===== config.mk =====
export PLATFORM = sky130hd
export DESIGN_NAME = uart_rx
export DESIGN_NICKNAME = d
export VERILOG_FILES = /design/src/rtl/uart_pkg.sv /design/src/rtl/uart_sync2.sv /design/src/rtl/uart_rx.sv
export SDC_FILE = /design/constraint.sdc
export NUM_CORES = 1
export LEC_CHECK = 0
export BUFFER_PORTS_ARGS = -buffer_cell sky130_fd_sc_hd__buf_2
export CORE_MARGIN = 5
export CORE_UTILIZATION = 62
export CTS_CLUSTER_DIAMETER = 50
export DETAILED_ROUTE_END_ITERATION = 10
export PLACE_DENSITY_LB_ADDON = 0.1
export SYNTH_ARGS = -nofsm -noshare
export SYNTH_HDL_FRONTEND = slang
export SYNTH_SLANG_ARGS = --single-unit
export TNS_END_PERCENT = 50

===== constraint.sdc =====
create_clock -name clkRx -period 4.6 [get_ports clkRx]
set_input_delay 0.46 -clock clkRx [delete_from_list [all_inputs] [get_ports clkRx]]
set_output_delay 0.46 -clock clkRx [all_outputs]
set_load 0.005 [all_outputs]

===== src/rtl/uart_pkg.sv =====
// Shared UART definitions: state encodings, frame width and default bit timing.
// Used by both the receiver and the transmitter so their encodings stay identical.
package uart_pkg;

    localparam int DATA_BITS      = 8;
    localparam int CLOCKS_PER_BIT = 87;

    typedef enum logic [2:0] {
        IDLE      = 3'd0,
        START     = 3'd1,
        DATA      = 3'd2,
        PARITY    = 3'd3,
        STOP      = 3'd4,
        WAIT_HIGH = 3'd5
    } uartState_e;

endpackage


===== src/rtl/uart_sync2.sv =====
// Two-flop synchronizer for an asynchronous input; both flops reset to 1
// so an idle-high line does not look like an edge coming out of reset.
module uart_sync2 (
    input  logic clk,
    input  logic resetN,
    input  logic d,
    output logic q
);

    logic meta;

    always_ff @(posedge clk or negedge resetN) begin
        if (!resetN) begin
            meta <= 1'b1;
            q    <= 1'b1;
        end else begin
            meta <= d;
            q    <= meta;
        end
    end

endmodule


===== src/rtl/uart_rx.sv =====
// 8N1 UART receiver: oversamples serialIn, samples each bit at mid-period, reassembles LSB first.
// Optional feature macro UART_RX_PARITY_EN adds a parity bit between data and stop plus parityError.
module uart_rx
    import uart_pkg::*;
#(
    parameter int clocksPerBit = CLOCKS_PER_BIT
) (
    input  logic                 clkRx,
    input  logic                 resetN,
    input  logic                 serialIn,
    output logic [DATA_BITS-1:0] dataOut,
    output logic                 dataValid,
    output logic                 frameError,
`ifdef UART_RX_PARITY_EN
    output logic                 parityError,
`endif
    output logic                 busy
);

    localparam int cntW      = $clog2(clocksPerBit);
    localparam int midCount  = (clocksPerBit - 1) / 2;
    localparam int lastCount = clocksPerBit - 1;

`ifdef UART_RX_PARITY_EN
    localparam logic parityOdd = 1'b0;
    logic parityBad, parityBadNext, parityErrorNext;
`endif

    uartState_e           state, stateNext;
    logic [cntW-1:0]      clkCount, clkCountNext;
    logic [2:0]           bitIndex, bitIndexNext;
    logic [DATA_BITS-1:0] shiftReg, shiftNext;
    logic [DATA_BITS-1:0] dataOutNext;
    logic                 dataValidNext, frameErrorNext;
    logic                 rxS;
    logic                 bitDone;

    uart_sync2 rxSync (
        .clk    (clkRx),
        .resetN (resetN),
        .d      (serialIn),
        .q      (rxS)
    );

    assign bitDone = (clkCount == cntW'(lastCount));
    assign busy    = (state != IDLE);

    always_ff @(posedge clkRx or negedge resetN) begin
        if (!resetN) begin
            state       <= IDLE;
            clkCount    <= '0;
            bitIndex    <= '0;
            shiftReg    <= '0;
            dataOut     <= '0;
            dataValid   <= 1'b0;
            frameError  <= 1'b0;
`ifdef UART_RX_PARITY_EN
            parityBad   <= 1'b0;
            parityError <= 1'b0;
`endif
        end else begin
            state       <= stateNext;
            clkCount    <= clkCountNext;
            bitIndex    <= bitIndexNext;
            shiftReg    <= shiftNext;
            dataOut     <= dataOutNext;
            dataValid   <= dataValidNext;
            frameError  <= frameErrorNext;
`ifdef UART_RX_PARITY_EN
            parityBad   <= parityBadNext;
            parityError <= parityErrorNext;
`endif
        end
    end

    always_comb begin
        stateNext       = state;
        clkCountNext    = clkCount;
        bitIndexNext    = bitIndex;
        shiftNext       = shiftReg;
        dataOutNext     = dataOut;
        dataValidNext   = 1'b0;
        frameErrorNext  = 1'b0;
`ifdef UART_RX_PARITY_EN
        parityBadNext   = parityBad;
        parityErrorNext = 1'b0;
`endif
        case (state)
            IDLE: begin
                clkCountNext = '0;
                bitIndexNext = '0;
                if (!rxS) stateNext = START;
            end
            // A start bit that is gone by mid-period is treated as noise.
            START: begin
                if (clkCount == cntW'(midCount)) begin
                    clkCountNext = '0;
                    stateNext    = rxS ? IDLE : DATA;
                end else begin
                    clkCountNext = clkCount + 1'b1;
                end
            end
            DATA: begin
                if (bitDone) begin
                    clkCountNext        = '0;
                    shiftNext[bitIndex] = rxS;
                    if (bitIndex == 3'(DATA_BITS - 1)) begin
`ifdef UART_RX_PARITY_EN
                        stateNext = PARITY;
`else
                        stateNext = STOP;
`endif
                    end else begin
                        bitIndexNext = bitIndex + 1'b1;
                    end
                end else begin
                    clkCountNext = clkCount + 1'b1;
                end
            end
`ifdef UART_RX_PARITY_EN
            PARITY: begin
                if (bitDone) begin
                    clkCountNext  = '0;
                    parityBadNext = (rxS != ((^shiftReg) ^ parityOdd));
                    stateNext     = STOP;
                end else begin
                    clkCountNext = clkCount + 1'b1;
                end
            end
`endif
            // Leaving at mid stop bit lets a back-to-back start edge be caught.
            STOP: begin
                if (bitDone) begin
                    clkCountNext = '0;
                    if (rxS) begin
                        dataOutNext     = shiftReg;
                        dataValidNext   = 1'b1;
`ifdef UART_RX_PARITY_EN
                        parityErrorNext = parityBad;
`endif
                        stateNext       = IDLE;
                    end else begin
                        frameErrorNext = 1'b1;
                        stateNext      = WAIT_HIGH;
                    end
                end else begin
                    clkCountNext = clkCount + 1'b1;
                end
            end
            // A break or stuck-low line must see a high level before re-arming.
            WAIT_HIGH: begin
                clkCountNext = '0;
                if (rxS) stateNext = IDLE;
            end
            default: begin
                stateNext    = IDLE;
                clkCountNext = '0;
            end
        endcase
    end

endmodule


# Yosys cells after proc, flatten, opt, wreduce, memory -nomap -nowiden
# Index checks and enable logic that the tools add are counted.
[totals] reg_bits=33 output_inout_bits=11
[classes] n_reduce_logical=9 magnitude_cmp=2 n_mux=24 add_sub_neg=2 eq_ne=14
[op_table] cell="$mux 3" n=9
[op_table] cell="$pmux 3 s5" n=1
[op_table] cell="$mux 7" n=2
[op_table] cell="$pmux 7 s2" n=1
[op_table] cell="$ne 2x2->1 const B" n=6
[op_table] cell="$eq 3x3->1 const B" n=3
[op_table] cell="$bwmux 8" n=1
[op_table] cell="$add 7x1->7 const B" n=1
[op_table] cell="$eq 7x6->1 const B" n=1
[op_table] cell="$eq 7x7->1 const B" n=1
[op_table] cell="$mux 1" n=7
[op_table] cell="$pmux 3 s2" n=1
[op_table] cell="$reduce_and 3->1" n=2
[op_table] cell="$reduce_and 6->1" n=1
[op_table] cell="$lt 3x4->1 const B" n=1
[op_table] cell="$add 3x1->3 const B" n=1
[op_table] cell="$demux 1 s3" n=1
[op_table] cell="$eq 3x1->1 const B" n=1
[op_table] cell="$eq 3x2->1 const B" n=1
[op_table] cell="$ge 3x1->1 const B" n=1
[op_table] cell="$logic_not 3->1" n=1
[op_table] cell="$reduce_bool 3->1" n=1
[op_table] cell="$mux 2" n=1
[op_table] cell="$ne 2x1->1 const B" n=1
[op_table] cell="4 further kinds" n=4

# Longest topological paths before layout
# Gate-level depths: netlist of run 1.
[logic_depth] depth_word=5 ltp_mapped=7 ltp_nobuf=5

# Modules after synthesis
# From an unflattened synthesis of run 1, not the netlist that was laid out.
[hier_totals] hier_cells=136 hier_area_um2=1654.1
[modules_own_cells] mod="uart_rx" cells_per_inst=134 seq_area_each_um2=775.7 area_per_inst_um2=1601.5 n_inst=1
[modules_own_cells] mod="uart_sync2" cells_per_inst=2 seq_area_each_um2=52.6 area_per_inst_um2=52.6 n_inst=1

# Least setup slack after synthesis of run 1
# No wires, ideal clock.
[synth_timing] path_type="reg-to-reg" start="reg clkCount[0]" end="reg dataOut[0]" required_ps=4475 n_path_buf=2 path_stages_with_launch=8 period_less_slack_ps=1627 slack_ps=2973 t_arrival_ps=1502 cell_sequence="dfrtp_1 -> inv_1 -> ha_1 -> and4b_1 -> buf_6 -> and4b_1 -> buf_6 -> mux2_4"
[synth_via] elab_chain_cells=2
[synth_lines] element="from (decl)" line="uart_rx.sv:30" rtl="logic [cntW-1:0] clkCount, clkCountNext;"
[synth_lines] element="from (signal assigned)" line="uart_rx.sv:63" rtl="clkCount <= clkCountNext;"
[synth_lines] element="$eq 7x7->1" line="uart_rx.sv:45" rtl="assign bitDone = (clkCount == cntW'(lastCount));"
[synth_lines] element="$reduce_and 3->1 (no source line)"
[synth_lines] element="to (signal assigned)" line="uart_rx.sv:66" rtl="dataOut <= dataOutNext;"
[synth_lines] element="to (decl)" line="uart_rx.sv:11" rtl="output logic [DATA_BITS-1:0] dataOut,"
# No other way between the ends.
# A chain may end at the register's enable or synchronous reset.

# Worst setup path in the final report of run 1
[layout_timing] start="reg clkCount[2]" end="reg dataOut[6]"
# Same word-level chain as after synthesis.

==> load_flow_metrics.sql, run 1 <==
INSERT INTO impl_metrics (metric_group, metric, value, unit) VALUES
('power', 'portion_of_total_power_attributed_to_the_clock_network', '31.0', '%'),
('setup_path', 'critical_path_arrival', '2.54', 'ns'),
('placed_design', 'gp_routability_congestion', '0.7631', ''),
('synth', 'yosysWarningCount', '0', ''),
('setup_path', 'cp_top_family', 'simple AND/OR/NAND/NOR gates', ''),
('timing', 'timing.fmax', '0.4293', 'GHz'),
('timing', 'fin_setup_tns', '0', 'ns'),
('setup_path', 'r2r_cells', '3', ''),
('placed_design', 'post-place-ws', '2.235', 'ns'),
('status', 'outcome', 'complete, no violations', ''),
('clock_network', 'hold_buffers', '0', ''),
('synth', 'synth-edff-count', '0', ''),
('finish', 'final_common_cell', 'sky130_fd_sc_hd__dfrtp_1', ''),
('floorplanning', 'die_width', '61.38', 'um'),
('floorplanning', 'die_h', '61.38', 'um'),
('setup_path', 'cp.required', '4.81', 'ns'),
('power', 'worst_ir_drop_on_vdd', '0.2112', 'mV'),
('global_routing', 'grt_overflow_total', '0', ''),
('setup_path', 'critical_path.max_fanout', '16', ''),
('clock_network', 'cts_repair_resize_count', '0', ''),
('placed_design', 'place_hpwl', '1.880', 'mm'),
('floorplanning', 'floorplan.rows', '18', ''),
('setup_path', 'crit_path_end_kind', 'flip-flop', ''),
('power', 'p_sw_share', '23.28', '%'),
('job', 'maxCapViolCount', '0', ''),
('drt', 'wl', '2.633', 'mm'),
('power', 'net-switching-power', '110.8', 'uW'),
('drt', 'avgRoutedWirePerCell', '14.79', 'um'),
('finish', 'drive_gt1_share', '25.68', '%'),
('clock_network', 'worst_skew_pair.late_latency', '0.32', 'ns'),
('finish', 'post_layout_instance_count_excluding_filler_cells', '178', ''),
('setup_path', 'timing.critical_path.depth', '3', ''),
('drt', 'drt_first_iter_violations', '28', ''),
('timing', 'setup_repair_after_global_routing_missed_its_margin', 'no', ''),
('drt', 'drt_pass_1_iters', '4', ''),
('floorplanning', 'pin_count', '14', ''),
('power', 'power_share_of_the_combinational_group', '5.4', '%'),
('setup_path', 'critical_path.max_stage_delay', '0.76', 'ns'),
('clock_network', 'cts-buffers-inserted', '5', ''),
('drt', 'num_vias', '1078', ''),
('finish', 'num_antenna_cells', '0', ''),
('setup_path', 'path_cells', 'nor2b_1, and4b_1, mux2_4', ''),
('synth', 'synth_async_sr_flop_share', '100.0', '%'),
('clock_network', 'htree_num_levels', '2', ''),
('finish', 'fillers', '187', ''),
('power', 'power.static_leakage', '0.0008640', 'uW'),
('drt', 'antenna_left', '0', ''),
('timing', 'finClkSkew', '0.004050', 'ns'),
('worst_hold_path', 'hold_path.class', 'in2async', ''),
('global_routing', 'grt_start_max_net_pins', '34', ''),
('global_routing', 'grt_pass1_wl', '4.560', 'mm'),
('synth', 'synth_cells', '136', ''),
('timing', 'clock_period_minus_final_worst_setup_slack', '2.329', 'ns'),
('timing', 'maxSlewViolCount', '0', ''),
('floorplanning', 'die_area', '3767', 'um^2'),
('timing', 'worst_slew_pin_slew', '0.9269', 'ns'),
('clock_network', 'post_cts_setup_repair_bufs', '0', ''),
('clock_network', 'cts_num_sinks', '33', ''),
('clock_network', 'clk_pin_slew', '0.09', 'ns'),
('timing', 'min_period_over_period', '50.63', '%'),
('timing', 'setup-violations-final', '0', ''),
('clock_network', 'cts_tree', 'done', ''),
('placed_design', 'place_inst', '170', ''),
('finish', 'nNetsFinal', '154', ''),
('setup_path', 'timing.critical_path.slowest_stage_cell', 'sky130_fd_sc_hd__nor2b_1', ''),
('floorplanning', 'floorplan.initialDensity', '65.47', '%'),
('synth', 'synth_top_flop_cell', 'sky130_fd_sc_hd__dfrtp_1', ''),
('power', 'power-per-cell-area', '275.0', 'nW/um^2'),
('synth', 'ys_ff_latch', '33', ''),
('power', 'intPower', '365.1', 'uW'),
('timing', 'postLayoutSetupSlackWorst', '2.271', 'ns');
[worst paths after layout]
path / from / endpoint / slack [ns]
setup reg to reg: clkCount[2] / dataOut[6] / 2.27
setup / recovery: clkCount[2] / dataOut[6] / 2.27
hold reg to reg: rxSync.meta / rxSync.q / 0.36
max in group asynchronous: resetN / shiftReg[4] / 3.98
hold / removal: resetN / state[0] / 0.17
min in group clkRx: serialIn / rxSync.meta / 0.22
[cells in the mapped netlist (2+ instances only)]
cell / number / area, um^2
sky130_fd_sc_hd__mux2_2: 7 / 78.83
sky130_fd_sc_hd__or3_1: 3 / 18.77
sky130_fd_sc_hd__a22oi_1: 2 / 15.01
sky130_fd_sc_hd__buf_6: 2 / 22.52
sky130_fd_sc_hd__ha_1: 4 / 50.05
sky130_fd_sc_hd__dfrtp_1: 31 / 775.7
sky130_fd_sc_hd__mux2i_1: 3 / 30.03
sky130_fd_sc_hd__nor3_1: 2 / 10.01
sky130_fd_sc_hd__nand2_1: 9 / 33.78
sky130_fd_sc_hd__inv_1: 4 / 15.01
sky130_fd_sc_hd__and4b_1: 2 / 20.02
sky130_fd_sc_hd__buf_2: 4 / 20.02
sky130_fd_sc_hd__mux2_4: 8 / 120.1
sky130_fd_sc_hd__and3b_1: 4 / 35.03
sky130_fd_sc_hd__nand4_1: 9 / 56.30
sky130_fd_sc_hd__nor4_1: 2 / 12.51
sky130_fd_sc_hd__nor3b_1: 4 / 30.03
sky130_fd_sc_hd__xor2_1: 2 / 17.52
sky130_fd_sc_hd__nand3_1: 3 / 15.01
sky130_fd_sc_hd__a21oi_1: 6 / 30.03
sky130_fd_sc_hd__dfstp_2: 2 / 52.55
sky130_fd_sc_hd__nand2b_1: 4 / 25.02
sky130_fd_sc_hd__o21ai_0: 2 / 10.01
[logic make-up after synthesis]
group | share of synthesized area, %
DFF | 50.61
xor gates and xnor gates | 1.606
and+or+nand+nor | 19.49
adders and majority gates | 3.058
buffers and inverters | 4.434
muxes | 14.68
AOI/OAI and AO/OA | 6.116
[area by class of cell]
cell class	instances	area, um^2	area share, %
repair buffers	13	65.06	3.760
inverters	4	15.01	0.8677
multi-input cells	90	735.7	42.52
clock buffers	8	48.80	2.820
well taps	30	37.54	2.169
flip-flops and latches	33	828.3	47.87
[routing by layer]
layer | part of all wire (%) | track usage [%]
met5 | 0 | 0
met1 | 40 | 17.34
met4 | 2.2 | 9.091
met2 | 52 | 31.27
met3 | 5.3 | 4.403
[worst reg2reg max path, stage by stage, from the launching register on]
cell	delay, ns
sky130_fd_sc_hd__dfrtp_1	0.43
sky130_fd_sc_hd__nor2b_1	0.76
sky130_fd_sc_hd__and4b_1	0.68
sky130_fd_sc_hd__mux2_4	0.35
[state kept, by name, indices dropped and copies added, names as in the netlist]
name	cells
dataValid	1
bitIndex	3
rxSync.q	1
frameError	1
rxSync.meta	1
clkCount	7
state	3
shiftReg	8
dataOut	8
[per-stage QoR]
step / instance area (um^2) / util, % / power [uW]
after global placement: 1682 / 67.27 / 333.0
after CTS: 1730 / 69.22 / 483.5
final: 1730 / 69.22 / 475.9
after floorplan: 1637 / - / 323.1
after detailed placement: 1682 / 67.27 / 334.5
after global routing: 1730 / 69.22 / 505.2
[power groups by stage]
stage / clock network (uW) / registers, uW / logic, uW
global placement: 0 / 308 / 24.9
detailed placement: 0 / 308 / 26.1
CTS: 154 / 303 / 26.5
global route: 172 / 304 / 29.2
finish: 148 / 303 / 25.6
floorplan: 0 / 304 / 18.9
Note: power is estimated with default switching activity, not from simulation.
==> run 2, diff against run 1 <==
ABC_AREA = 1   (was not set)
CORE_UTILIZATION = 52   (was 62)
clock period = 2 ns   (was 4.6 ns; I/O delays follow)
==> load_flow_metrics.sql, run 2 <==
INSERT INTO impl_metrics (metric_group, metric, value, unit) VALUES
('setup_path', 'timing.critical_path.slowest_stage_cell', 'sky130_fd_sc_hd__dfrtp_1', ''),
('setup_path', 'cp.required', '2.20', 'ns'),
('drt', 'drt_pass_1_iters', '5', ''),
('synth', 'number_of_distinct_library_cell_variants_in_the_gate_level_netlist_after_synthesis', '23', ''),
('clock_network', 'cts_repair_resize_count', '0', ''),
('setup_path', 'cp_top_family', 'simple AND/OR/NAND/NOR gates', ''),
('clock_network', 'worst_skew_pair.late_latency', '0.33', 'ns'),
('power', 'power.static_leakage', '0.0008860', 'uW'),
('floorplanning', 'core', '2781', 'um^2'),
('setup_path', 'crit_path_end_kind', 'flip-flop', ''),
('timing', 'finClkSkew', '0.007158', 'ns'),
('drt', 'drt_first_iter_violations', '40', ''),
('floorplanning', 'die_area', '4139', 'um^2'),
('synth', 'yosys.cell_count.top_type', 'sky130_fd_sc_hd__nand2_1', ''),
('power', 'power-per-cell-area', '963.8', 'nW/um^2'),
('timing', 'setup-violations-final', '0', ''),
('timing', 'worst_slew_pin_slew', '0.6905', 'ns'),
('setup_path', 'critical_path_arrival', '1.77', 'ns'),
('finish', 'biggestRegsByFlops', 'dataOut: 8 flops, shiftReg: 8 flops, clkCount: 7 flops', ''),
('placed_design', 'placement.io_buffers', '13', ''),
('timing', 'fin_setup_tns', '0', 'ns'),
('global_routing', 'grt_start_max_net_pins', '34', ''),
('timing', 'timing.max_slew.rel_slack', '53.97', '%'),
('global_routing', 'grt_util_all_layers', '14.88', '%'),
('power', 'worst_ir_drop_on_vdd', '0.6467', 'mV'),
('worst_hold_path', 'hold_path.class', 'reg2reg', ''),
('clock_network', 'htree_num_levels', '2', ''),
('clock_network', 'root_buffer', 'sky130_fd_sc_hd__clkbuf_4', ''),
('drt', 'antenna_left', '0', ''),
('clock_network', 'hold_buffers', '2', ''),
('setup_path', 'cp_num_buf_inv', '1', ''),
('synth', 'ys_ff_latch', '33', ''),
('synth', 'mappedNetlistNets', '184', ''),
('synth', 'synth_top_flop_cell', 'sky130_fd_sc_hd__dfrtp_1', ''),
('finish', 'layout.cells.most_common_list', 'sky130_fd_sc_hd__nand2_1 (55), sky130_fd_sc_hd__dfrtp_1 (31), sky130_fd_sc_hd__nor2_1 (17), sky130_fd_sc_hd__inv_1 (15), sky130_fd_sc_hd__buf_2 (13)', ''),
('drt', 'avgRoutedWirePerCell', '11.97', 'um'),
('placed_design', 'gp_routability_congestion', '0.8493', ''),
('synth', 'yosysWarningCount', '0', ''),
('synth', 'synth-edff-count', '0', ''),
('job', 'maxCapViolCount', '0', ''),
('power', 'report.power.total', '1647', 'uW'),
('synth', 'synth_async_sr_flop_share', '100.0', '%'),
('drt', 'wl', '2.741', 'mm'),
('finish', 'synthToLayoutAreaGrowth', '11.33', '%'),
('global_routing', 'grt_overflow_total', '0', ''),
('global_routing', 'via_count_of_the_first_global_routing_pass', '1136', ''),
('floorplanning', 'die_width', '64.34', 'um'),
('setup_path', 'startpoint_type', 'flip-flop', ''),
('finish', 'nNetsFinal', '205', ''),
('timing', 'report.final.hold_viol_count', '0', ''),
('setup_path', 'critical_path.max_stage_delay', '0.43', 'ns'),
('synth', 'synth_area', '1535', 'um^2'),
('global_routing', 'grt_pass1_wl', '4.781', 'mm'),
('status', 'outcome', 'complete, no violations', ''),
('synth', 'synth_top_area_share', '50.53', '%'),
('clock_network', 'cts-root-to-sink-buffers', '2', ''),
('synth', 'yosysSeqAreaShare', '53.95', '%'),
('setup_path', 'path_cells', 'inv_1, ha_1, nand2_1, nor2_4, nand2_2, nor2_4, nand3_1, nand2_1, o21ai_1', ''),
('clock_network', 'cts_num_sinks', '33', ''),
('clock_network', 'clk_pin_slew', '0.10', 'ns'),
('floorplanning', 'die_h', '64.34', 'um'),
('timing', 'min_period_over_period', '78.39', '%'),
('synth', 'synth.top_cells.by_count', 'sky130_fd_sc_hd__nand2_1 (55), sky130_fd_sc_hd__dfrtp_1 (31), sky130_fd_sc_hd__nor2_1 (17)', ''),
('finish', 'final_common_cell', 'sky130_fd_sc_hd__nand2_1', ''),
('floorplanning', 'floorplan.initialDensity', '55.20', '%'),
('timing', 'setup_repair_after_global_routing_missed_its_margin', 'no', ''),
('synth', 'yosysTopAreaCell', 'sky130_fd_sc_hd__dfrtp_1', ''),
('global_routing', 'antenna_found_initial', '0', ''),
('floorplanning', 'floorplan.rows', '19', ''),
('synth', 'synth_cells', '177', ''),
('setup_path', 'critical_path.max_fanout', '8', ''),
('timing', 'maxSlewViolCount', '0', ''),
('synth', 'synth_top_cells_by_area', 'sky130_fd_sc_hd__dfrtp_1 (51%), sky130_fd_sc_hd__nand2_1 (13%), sky130_fd_sc_hd__nor2_1 (4.2%)', ''),
('clock_network', 'cts-buffers-inserted', '5', ''),
('timing', 'timing.fmax', '0.6378', 'GHz'),
('timing', 'clock_period_minus_final_worst_setup_slack', '1.568', 'ns'),
('floorplanning', 'pin_count', '14', ''),
('finish', 'drive_gt1_share', '19.19', '%'),
('setup_path', 'critPathKind', 'reg2reg', ''),
('drt', 'vias_per_cell', '5.057', ''),
('placed_design', 'place_hpwl', '1.963', 'mm'),
('finish', 'num_antenna_cells', '0', ''),
('clock_network', 'post_cts_setup_repair_bufs', '0', ''),
('clock_network', 'cts_tree', 'done', ''),
('drt', 'num_vias', '1158', ''),
('drt', 'post-route-drc-count', '0', ''),
('synth', 'post_synth.cell_area_avg', '8.674', 'um^2');
[run 2: cell count changes after synthesis, sizes merged, moves of 5 or more]
cell,delta
nand2,+51
nor2,+21
mux2,-16
inv,+14
o21ai,+12
nand3,+11
buf,-7
nand4,-7
a21oi,-6
nor3b,-5
[run 2: final timing paths]
check / from / endpoint / slack (ns) / cells after the start
min reg2reg: rxSync.meta / rxSync.q / 0.37 / 0
max: clkCount[0] / shiftReg[1] / 0.43 / 9
max in group asynchronous: resetN / dataOut[2] / 1.11 / 2
max reg2reg: clkCount[0] / shiftReg[1] / 0.43 / 9
min in group asynchronous: resetN / clkCount[2] / 0.44 / 2
min: rxSync.meta / rxSync.q / 0.37 / 0
[run 2: report_power, final]
group          switching, uW  total (uW)  internal [uW]
clock network            210         376            166
registers               80.9         804            723
logic                    317         467            150
total                    608        1650           1040
[run 2: final cells by class]
| class | instances | area, um^2 |
|---|---|---|
| tap | 31 | 38.79 |
| clock buffer | 7 | 55.05 |
| inverter | 18 | 67.56 |
| fill | 250 | 1072 |
| multi-input combinational | 125 | 634.4 |
| sequential | 33 | 828.3 |
| timing repair buffer | 15 | 85.08 |
[run 2: kinds of logic after synthesis]
family | Yosys count | share of synthesized area (%)
XOR/XNOR | 4 | 2.282
AO/OA/AOI/OAI | 16 | 5.705
AND/OR/NAND/NOR | 101 | 30.07
adder cells (fa/ha/maj) | 4 | 3.260
buffers and inverters | 19 | 4.726
flip-flops | 33 | 53.95
[run 2: metal layers]
metal  GRT usage [%]  up-vias  wire [um]
li1                -      601          -
met1           18.34      527       1335
met2           24.00       26       1242
met3           4.203        4        124
met4           6.870        0         38
met5               0        -          0
[run 2: stage by stage]
step | util [%] | worst slack, ns | std cells | cell area (um^2) | hold slack (ns)
after floorplan | - | 0.6145 | 177 | 1535 | -0.09559
after global placement | 58.75 | 0.5085 | 220 | 1634 | 0.2890
after detailed placement | 58.75 | 0.4981 | 220 | 1634 | 0.2911
after CTS | 61.45 | 0.4492 | 229 | 1709 | 0.3669
after global routing | 61.45 | 0.3139 | 229 | 1709 | 0.3757
final | 61.45 | 0.4322 | 229 | 1709 | 0.3671
[run 2: worst register-to-register path, stage by stage (launching register included)]
cell,delay [ns]
sky130_fd_sc_hd__dfrtp_1,0.43
sky130_fd_sc_hd__inv_1,0.08
sky130_fd_sc_hd__ha_1,0.16
sky130_fd_sc_hd__nand2_1,0.09
sky130_fd_sc_hd__nor2_4,0.14
sky130_fd_sc_hd__nand2_2,0.11
sky130_fd_sc_hd__nor2_4,0.17
sky130_fd_sc_hd__nand3_1,0.14
sky130_fd_sc_hd__nand2_1,0.08
sky130_fd_sc_hd__o21ai_1,0.05
==> run 3, diff against run 2 <==
clock period = 1.3 ns   (was 2 ns; I/O delays follow)
==> load_flow_metrics.sql, run 3 (synthesis gave the netlist of run 2 again) <==
INSERT INTO impl_metrics (metric_group, metric, value, unit) VALUES
('setup_path', 'path_cells', 'inv_1, ha_1, nand2_2, nor2_4, nand2_4, nor2_4, nand3_1, nand2_1, o21ai_1', ''),
('power', 'power.static_leakage', '0.0009966', 'uW'),
('drt', 'post-route-drc-count', '0', ''),
('drt', 'num_vias', '1311', ''),
('finish', 'layout.cells.most_common_list', 'sky130_fd_sc_hd__nand2_1 (49), sky130_fd_sc_hd__dfrtp_1 (30), sky130_fd_sc_hd__buf_4 (20), sky130_fd_sc_hd__inv_1 (14), sky130_fd_sc_hd__nor2_1 (14)', ''),
('drt', 'drt_pass_1_iters', '4', ''),
('clock_network', 'worst_skew_pair.late_latency', '0.34', 'ns'),
('placed_design', 'place_inst', '238', ''),
('setup_path', 'critical_path.most_common_cell', 'sky130_fd_sc_hd__nor2_4', ''),
('setup_path', 'critical_path.max_stage_delay', '0.39', 'ns'),
('status', 'outcome', 'finished with violations', ''),
('setup_path', 'cp_top_family', 'simple AND/OR/NAND/NOR gates', ''),
('global_routing', 'antenna_found_initial', '0', ''),
('global_routing', 'via_count_of_the_first_global_routing_pass', '1246', ''),
('timing', 'finClkSkew', '0.007980', 'ns'),
('setup_path', 'critPathKind', 'reg2reg', ''),
('finish', 'synthToLayoutAreaGrowth', '30.40', '%'),
('worst_hold_path', 'hold_path.class', 'in2async', ''),
('drt', 'vias_per_cell', '5.182', ''),
('floorplanning', 'die_width', '64.34', 'um'),
('drt', 'drt_first_iter_violations', '51', ''),
('floorplanning', 'core', '2781', 'um^2'),
('clock_network', 'root_buffer', 'sky130_fd_sc_hd__clkbuf_4', ''),
('clock_network', 'htree_num_levels', '2', ''),
('timing', 'worst_slew_pin_slew', '0.2587', 'ns'),
('clock_network', 'clk_pin_slew', '0.11', 'ns'),
('placed_design', 'place_hpwl', '2.196', 'mm'),
('placed_design', 'gp_routability_congestion', '0.9244', ''),
('setup_path', 'critical_path_arrival', '1.68', 'ns'),
('setup_path', 'critical_path.max_fanout', '8', ''),
('floorplanning', 'die_area', '4139', 'um^2'),
('power', 'power-per-cell-area', '1429', 'nW/um^2'),
('status', 'violations', 'negative setup slack', ''),
('floorplanning', 'floorplan.rows', '19', ''),
('clock_network', 'cts_num_sinks', '33', ''),
('finish', 'final_common_cell', 'sky130_fd_sc_hd__nand2_1', ''),
('floorplanning', 'pin_count', '14', ''),
('global_routing', 'grt_start_max_net_pins', '34', ''),
('timing', 'report.final.hold_viol_count', '0', ''),
('setup_path', 'cp_num_buf_inv', '1', ''),
('finish', 'biggestRegsByFlops', 'dataOut: 8 flops, shiftReg: 8 flops, clkCount: 7 flops', ''),
('global_routing', 'grt_overflow_total', '0', ''),
('finish', 'final_core_util', '71.97', '%'),
('global_routing', 'grt_util_all_layers', '17.18', '%'),
('timing', 'setup-violations-final', '29', ''),
('timing', 'min_period_over_period', '111.2', '%'),
('power', 'report.power.total', '2860', 'uW'),
('timing', 'timing.max_slew.rel_slack', '82.62', '%'),
('power', 'worst_ir_drop_on_vdd', '1.185', 'mV'),
('clock_network', 'cts-root-to-sink-buffers', '2', ''),
('finish', 'post_layout_instance_count_excluding_filler_cells', '253', ''),
('finish', 'fillers', '214', ''),
('clock_network', 'cts-buffers-inserted', '5', ''),
('finish', 'num_antenna_cells', '0', ''),
('placed_design', 'placement.io_buffers', '13', ''),
('clock_network', 'cts_tree', 'done', ''),
('finish', 'drive_gt1_share', '38.29', '%'),
('drt', 'avgRoutedWirePerCell', '12.91', 'um'),
('setup_path', 'cp.required', '1.54', 'ns'),
('setup_path', 'timing.critical_path.slowest_stage_cell', 'sky130_fd_sc_hd__dfrtp_1', ''),
('timing', 'setup_repair_after_global_routing_missed_its_margin', 'yes', ''),
('drt', 'antenna_left', '0', ''),
('finish', 'nNetsFinal', '228', ''),
('drt', 'wl', '3.266', 'mm'),
('floorplanning', 'die_h', '64.34', 'um'),
('timing', 'clock_period_minus_final_worst_setup_slack', '1.445', 'ns'),
('setup_path', 'crit_path_end_kind', 'flip-flop', ''),
('timing', 'postLayoutSetupSlackWorst', '-0.1454', 'ns'),
('job', 'maxCapViolCount', '0', ''),
('global_routing', 'grt_pass1_wl', '5.533', 'mm'),
('timing', 'timing.fmax', '0.6918', 'GHz'),
('timing', 'maxSlewViolCount', '0', ''),
('floorplanning', 'floorplan.initialDensity', '55.20', '%'),
('placed_design', 'post-place-ws', '-0.1599', 'ns'),
('setup_path', 'startpoint_type', 'flip-flop', '');
-- run 3: what timing repair did --
action,4_1_cts,5_1_grt
hold buffers,2,0
setup buffers,0,3
gates resized for setup,12,13
pin swaps,11,7
cloned,0,2
endpoints found under the setup margin,30,31
endpoints found under the hold margin,34,0
-- run 3: report_power, final --
group	internal [uW]	switching, uW	total, uW
registers	1120	78.3	1190
clock network	204	358	562
logic	412	692	1100
total	1730	1130	2860
-- run 3: worst register-to-register path: cells and delay by family (launching register included) --
| family | cells | cell delay [ns] |
|---|---|---|
| compound gates | 1 | 0.06 |
| simple gates | 6 | 0.70 |
| buf+inv | 1 | 0.06 |
| fa+ha+maj | 1 | 0.15 |
| flops | 1 | 0.39 |
-- run 3: cell type report --
cell class | instances | area (um^2) | area share [%]
Sequential cell | 33 | 829.5 | 41.44
Multi-Input combinational cell | 126 | 740.7 | 37.00
Timing Repair Buffer | 36 | 255.2 | 12.75
Inverter | 18 | 77.57 | 3.875
Tap cell | 31 | 38.79 | 1.938
Clock buffer | 5 | 37.54 | 1.875
Clock inverter | 3 | 17.52 | 0.8750
Timing Repair inverter | 1 | 5.005 | 0.2500
-- run 3: final timing paths --
path	depth (start not counted)	slack, ns	to	startpoint
setup / recovery	9	-0.15	shiftReg[4]	clkCount[0]
hold reg to reg	0	0.36	rxSync.q	rxSync.meta
min in group clkRx	0	0.36	rxSync.q	rxSync.meta
max in group asynchronous	3	0.80	rxSync.meta	resetN
setup reg to reg	9	-0.15	shiftReg[4]	clkCount[0]
hold / removal	3	0.26	dataOut[3]	resetN
-- run 3: metal layers --
layer	global-route usage, %	routed length [um]
met1	21.39	1409
met2	27.36	1625
met3	5.954	179
met4	6.616	51
met5	0	0
-- run 3: stage by stage --
| step | hold WS, ns | setup TNS, ns | instance area (um^2) |
|---|---|---|---|
| after CTS | 0.2681 | -2.027 | 1922 |
| after global routing | 0.2595 | -5.284 | 2002 |
| after floorplan | -0.1656 | -0.7444 | 1555 |
| after detailed placement | 0.09705 | -2.393 | 1802 |
| final | 0.2578 | -2.025 | 2002 |
| after global placement | 0.09549 | -1.826 | 1802 |
